$ cat src/rtl/sram_avn_responder.sv
// rtl/sram_avn_responder.sv - Avalon-MM responder posting writes through a FIFO to an async SRAM
// Reads drain all posted writes first, then run a timed output-enable cycle.

module sram_avn_fifo #(
  parameter int AW    = 19,
  parameter int DW    = 16,
  parameter int DEPTH = 4
) (
  input  logic          clk,
  input  logic          rst_n,
  input  logic          push,
  input  logic [AW-1:0] push_addr,
  input  logic [DW-1:0] push_data,
  input  logic          pop,
  output logic [AW-1:0] head_addr,
  output logic [DW-1:0] head_data,
  output logic          empty,
  output logic          full
);

  localparam int PW = $clog2(DEPTH);

  logic [AW+DW-1:0] mem [DEPTH];
  logic [PW-1:0]    wr_ptr;
  logic [PW-1:0]    rd_ptr;
  logic [PW:0]      count;

  assign full  = (count == (PW+1)'(DEPTH));
  assign empty = (count == '0);
  assign {head_addr, head_data} = mem[rd_ptr];

  // Storage needs no reset: pointers and count define what is valid.
  always_ff @(posedge clk) begin
    if (push) begin
      mem[wr_ptr] <= {push_addr, push_data};
    end
  end

  always_ff @(posedge clk or negedge rst_n) begin
    if (!rst_n) begin
      wr_ptr <= '0;
      rd_ptr <= '0;
      count  <= '0;
    end else begin
      if (push) begin
        wr_ptr <= wr_ptr + 1'b1;
      end
      if (pop) begin
        rd_ptr <= rd_ptr + 1'b1;
      end
      count <= count + (PW+1)'(push) - (PW+1)'(pop);
    end
  end

endmodule

module sram_avn_responder #(
  parameter int AVN_AW     = 19,
  parameter int AVN_DW     = 16,
  parameter int SRAM_AW    = 20,
  parameter int FIFO_DEPTH = 4,
  parameter int WR_CYCLES  = 2,
  parameter int RD_CYCLES  = 2
) (
  input  logic               clk,
  input  logic               rst_n,
  input  logic [AVN_AW-1:0]  avn_address,
  input  logic               avn_write,
  input  logic [AVN_DW-1:0]  avn_writedata,
  input  logic               avn_read,
  output logic [AVN_DW-1:0]  avn_readdata,
  output logic               avn_waitrequest,
  output logic [SRAM_AW-1:0] sram_addr,
  output logic [AVN_DW-1:0]  sram_dq_out,
  output logic               sram_dq_oe,
  input  logic [AVN_DW-1:0]  sram_dq_in,
  output logic               sram_ce_n,
  output logic               sram_oe_n,
  output logic               sram_we_n,
  output logic               sram_lb_n,
  output logic               sram_ub_n
);

  localparam int MAXC = (WR_CYCLES > RD_CYCLES) ? WR_CYCLES : RD_CYCLES;
  localparam int CW   = $clog2(MAXC) + 1;
  localparam logic [CW-1:0] WR_LAST = CW'(WR_CYCLES - 1);
  localparam logic [CW-1:0] RD_LAST = CW'(RD_CYCLES - 1);

  typedef enum logic [2:0] {
    S_IDLE,
    S_WRITE,
    S_WREC,
    S_READ,
    S_RD_RESP
  } state_t;

  state_t state_q;
  state_t state_d;
  logic [CW-1:0] cnt_q;
  logic [CW-1:0] cnt_d;

  logic              fifo_push;
  logic              fifo_pop;
  logic              fifo_empty;
  logic              fifo_full;
  logic [AVN_AW-1:0] fifo_head_addr;
  logic [AVN_DW-1:0] fifo_head_data;

  logic [SRAM_AW-1:0] addr_d;
  logic [AVN_DW-1:0]  dq_out_d;
  logic [AVN_DW-1:0]  rdata_d;
  logic               dq_oe_d;
  logic               ce_n_d;
  logic               oe_n_d;
  logic               we_n_d;

  function automatic logic [SRAM_AW-1:0] zext(input logic [AVN_AW-1:0] a);
    logic [SRAM_AW-1:0] r;
    r = '0;
    r[AVN_AW-1:0] = a;
    return r;
  endfunction

  // Fullness comes from the registered count, so a same-cycle pop never frees a slot.
  assign avn_waitrequest = (avn_write & fifo_full)
                         | (avn_read & (state_q != S_RD_RESP))
                         | (avn_write & avn_read);
  assign fifo_push = avn_write & ~avn_waitrequest;

  assign sram_lb_n = 1'b0;
  assign sram_ub_n = 1'b0;

  sram_avn_fifo #(
    .AW    (AVN_AW),
    .DW    (AVN_DW),
    .DEPTH (FIFO_DEPTH)
  ) u_fifo (
    .clk       (clk),
    .rst_n     (rst_n),
    .push      (fifo_push),
    .push_addr (avn_address),
    .push_data (avn_writedata),
    .pop       (fifo_pop),
    .head_addr (fifo_head_addr),
    .head_data (fifo_head_data),
    .empty     (fifo_empty),
    .full      (fifo_full)
  );

  always_ff @(posedge clk or negedge rst_n) begin
    if (!rst_n) begin
      state_q <= S_IDLE;
      cnt_q   <= '0;
    end else begin
      state_q <= state_d;
      cnt_q   <= cnt_d;
    end
  end

  // Posted writes always win over a waiting read, which keeps read-after-write order.
  always_comb begin
    state_d  = state_q;
    cnt_d    = cnt_q;
    fifo_pop = 1'b0;
    case (state_q)
      S_IDLE: begin
        if (!fifo_empty) begin
          fifo_pop = 1'b1;
          state_d  = S_WRITE;
          cnt_d    = '0;
        end else if (avn_read) begin
          state_d = S_READ;
          cnt_d   = '0;
        end
      end
      S_WRITE: begin
        if (cnt_q == WR_LAST) begin
          state_d = S_WREC;
        end else begin
          cnt_d = cnt_q + 1'b1;
        end
      end
      S_WREC: begin
        if (!fifo_empty) begin
          fifo_pop = 1'b1;
          state_d  = S_WRITE;
          cnt_d    = '0;
        end else begin
          state_d = S_IDLE;
        end
      end
      S_READ: begin
        if (cnt_q == RD_LAST) begin
          state_d = S_RD_RESP;
        end else begin
          cnt_d = cnt_q + 1'b1;
        end
      end
      S_RD_RESP: state_d = S_IDLE;
      default:   state_d = S_IDLE;
    endcase
  end

  always_comb begin
    addr_d   = sram_addr;
    dq_out_d = sram_dq_out;
    dq_oe_d  = sram_dq_oe;
    ce_n_d   = sram_ce_n;
    oe_n_d   = sram_oe_n;
    we_n_d   = sram_we_n;
    rdata_d  = avn_readdata;
    if (fifo_pop) begin
      addr_d   = zext(fifo_head_addr);
      dq_out_d = fifo_head_data;
      dq_oe_d  = 1'b1;
      ce_n_d   = 1'b0;
      oe_n_d   = 1'b1;
      we_n_d   = 1'b0;
    end else begin
      case (state_q)
        S_IDLE: begin
          if (state_d == S_READ) begin
            addr_d = zext(avn_address);
            ce_n_d = 1'b0;
            oe_n_d = 1'b0;
          end
        end
        S_WRITE: begin
          if (state_d == S_WREC) begin
            we_n_d = 1'b1;
          end
        end
        S_WREC: begin
          dq_oe_d = 1'b0;
          ce_n_d  = 1'b1;
        end
        S_READ: begin
          if (state_d == S_RD_RESP) begin
            rdata_d = sram_dq_in;
            oe_n_d  = 1'b1;
            ce_n_d  = 1'b1;
          end
        end
        default: ;
      endcase
    end
  end

  always_ff @(posedge clk or negedge rst_n) begin
    if (!rst_n) begin
      sram_addr    <= '0;
      sram_dq_out  <= '0;
      sram_dq_oe   <= 1'b0;
      sram_ce_n    <= 1'b1;
      sram_oe_n    <= 1'b1;
      sram_we_n    <= 1'b1;
      avn_readdata <= '0;
    end else begin
      sram_addr    <= addr_d;
      sram_dq_out  <= dq_out_d;
      sram_dq_oe   <= dq_oe_d;
      sram_ce_n    <= ce_n_d;
      sram_oe_n    <= oe_n_d;
      sram_we_n    <= we_n_d;
      avn_readdata <= rdata_d;
    end
  end

endmodule

$ cat config.mk
export PLATFORM = sky130hd
export DESIGN_NAME = sram_avn_responder
export DESIGN_NICKNAME = d
export VERILOG_FILES = /design/src/rtl/sram_avn_responder.sv
export SDC_FILE = /design/constraint.sdc
export NUM_CORES = 1
export LEC_CHECK = 0
export ABC_AREA = 1
export CAP_MARGIN = 20
export CORE_MARGIN = 2
export CORE_UTILIZATION = 36
export CTS_BUF_LIST = sky130_fd_sc_hd__clkbuf_8
export CTS_CLUSTER_SIZE = 8
export DETAILED_ROUTE_END_ITERATION = 16
export PLACE_DENSITY = 0.57
export SLEW_MARGIN = 20
export SYNTH_ARGS = -nofsm -noshare
export SYNTH_HDL_FRONTEND = slang
export SYNTH_SLANG_ARGS = --single-unit
$ cat constraint.sdc
create_clock -name clk -period 3.65 [get_ports clk]
set_input_delay 0.5475 -clock clk [delete_from_list [all_inputs] [get_ports clk]]
set_output_delay 0.5475 -clock clk [all_outputs]
set_load 0.02 [all_outputs]
==> qor.yml <==
synth.top_cells.by_count: "320 x nand2_1, 140 x edfxtp_1, 64 x dfrtp_1, 47 x nand3_1, 45 x inv_1"
rows: 55
area_growth_pct: 24.7
path_clk_slew_ns: 0.06
fin_crit_sh: 0.679
hold_viol: 0
yosys.area.top_type_share: 0.502
slew_headroom: 0.388
cts_buffer_depth: 3
critPathKind: "in -> out"
synth_flop_cell: "edfxtp_1"
cpMaxStageDelayCell: "clkdlybuf4s50_1"
synth_top_area_cell: "edfxtp_1"
io_pins: 114
crit_path_max_fanout: 2
synth_edf_count: 140
cts_hold_buf: 0
track_usage: 0.158
setup_viol: 0
power.leakage_nw: 4.44
tightest_slew_ns: 0.918
cp.buffers_inverters: 3
synth.avg_cell_area_sq_um: 10.7
fin_total_pwr_mw: 8.65
io_buffers: 110
maxCapViolations: 0
synthArstFlopShare: 0.324
r2r_setup_slack_ns: 1.54
cts-buffers-inserted: 36
drv_slew: 0
rsz0062_at_grt: "false"
avgRoutedWirePerCell_microns: 15.4
cts_tree: "yes"
via_per_inst: 4.61
grt_max_degree: 72
synth_cell_type_count: 24
synthTopCellsByArea: "edfxtp_1 50%, dfrtp_1 19%, nand2_1 14%, nand3_1 2.8%, o21ai_0 2.3%"
grt_overflow: 0
yosysSeqAreaShare: 0.703
synth-warning-count: 0
gp_congestion: 0.750
vias: 5598
ir_worst_vdd_v: 0.000348
period_needed_ns: 2.48
diodes: 0
status: "finished, final reports clean"
setup_tns_ns: 0
grt_pass1_wl_microns: 30000
dr.pass1.iters: 4
clock-root-buffer: "clkbuf_8"
insertion_delay_ns: 0.53
yosysMostFrequentCell: "nand2_1"
initial_utilization: 0.369
synth_area_sq_um: 8370
final_area_sq_um: 10400
crit_chain: "clkdlybuf4s50_1 > inv_1 > nand3_1 > o21ai_0 > o21ai_0 > clkdlybuf4s50_1"
hpwl_microns: 10900
coreArea_sq_um: 22700
htreeDepth: 2
drt_wl_total_microns: 18800
ant_nets: 0
post_cts_buffers: 0
grt_pass1_vias: 5607
drc_errors: 0
r2r_end: "sram_addr[4]$_DFFE_PN0P_"
clock_sink_count: 207
syn_inst: 779
slowest_delay_ns: 0.63
fp.dieW_microns: 157
skew_ns: 0.0123
placed_cell_area_sq_um: 9760
cp_top_family: "buffers and inverters"
post_cts_resized: 0
drt_iter0_markers: 303
max_freq_mhz: 404
rr_startpoint: "u_fifo.count[1]$_DFF_PN0_"
worstHoldPathType: "in -> async"
cp_data_required_time_ns: 3.10
drive_gt1_frac: 0.0840
power_density_nw_per_um2: 828
reg2reg_depth: 9
crit_path_end_kind: "primary output"
nNetsFinal: 965
ys_ff_latch: 207
fp.dieArea_sq_um: 24500
startpoint_type: "input port"
antenna_found_initial: 0
die_height_microns: 157
cp.arrival_ns: 1.93
## registers in the layout (all words and copies together), names as in the netlist
name,cells
sram_oe_n,1
state_q,3
avn_readdata,16
u_fifo.wr_ptr,2
sram_dq_out,16
u_fifo.count,3
cnt_q,2
sram_addr,19
u_fifo.rd_ptr,2
sram_ce_n,1
sram_dq_oe,1
u_fifo.mem,140
sram_we_n,1
## per-stage QoR
step | std cells | hold slack [ns] | worst slack (ns) | utilization
after floorplan | 781 | 0.252 | 0.892 | -
after global placement | 1149 | 0.450 | 0.865 | 0.430
final | 1214 | 0.160 | 1.17 | 0.460
after detailed placement | 1149 | 0.459 | 0.851 | 0.430
after global routing | 1214 | 0.224 | 1.08 | 0.460
after CTS | 1214 | 0.183 | 1.15 | 0.460
## power breakdown
group	switching [mW]	internal, mW
sequential	0.236	3.08
combinational	2.10	1.23
clock	0.934	1.06
total	3.27	5.38
## cells by family (layout without fill, tap and decap cells)
group	count (synthesis)	in the layout	synth area share
buffers and inverters	87	235	0.0477
AOI/OAI and AO/OA	57	57	0.0369
other	1	3	0.000448
DFF	207	207	0.703
adders and majority gates	8	8	0.0129
xor gates and xnor gates	4	4	0.00418
and+or+nand+nor	415	415	0.195
## cells in the final DEF, fill, tap and decap left out, drive strengths merged
| cell type | count |
|---|---|
| nand2 | 323 |
| edfxtp | 140 |
| clkdlybuf4s50 | 109 |
| inv | 69 |
| dfrtp | 64 |
| nand3 | 47 |
| nor2 | 45 |
| clkbuf | 39 |
| o21ai | 39 |
| o22ai | 16 |
| buf | 12 |
| ha | 7 |
| clkinv | 5 |
| xor2 | 3 |
| conb | 3 |
| dfstp | 3 |
| a21oi | 2 |
| xnor2 | 1 |
| fa | 1 |
| bufinv | 1 |
## cell type report
class	count	area, sq um
Multi-Input combinational cell	487	2130
Sequential cell	207	5890
Clock inverter	26	143
Clock buffer	39	537
Timing Repair Buffer	121	1210
Tap cell	285	357
Fill cell	2144	12300
Inverter	49	185
## worst max path at each step
stage	from	end	slack [ns]	depth (start not counted)
floorplan	avn_read	u_fifo.mem[0][0]$_DFFE_PP_	0.89	3
global placement	avn_read	u_fifo.mem[1][14]$_DFFE_PP_	0.87	5
detailed placement	avn_read	u_fifo.mem[1][9]$_DFFE_PP_	0.85	5
CTS	u_fifo.count[1]$_DFF_PN0_	avn_waitrequest	1.15	4
global route	u_fifo.count[1]$_DFF_PN0_	avn_waitrequest	1.08	4
finish	avn_write	avn_waitrequest	1.17	6
## per-layer routing
metal  vias to the layer above  routed length [microns]  global-route usage
li1                       2795                        -                   -
met1                      2660                     8350               0.205
met2                       114                     9250               0.263
met3                        29                      860              0.0363
met4                         0                      289              0.0485
met5                         -                        0                   0
Note: power is estimated with default switching activity, not from simulation.
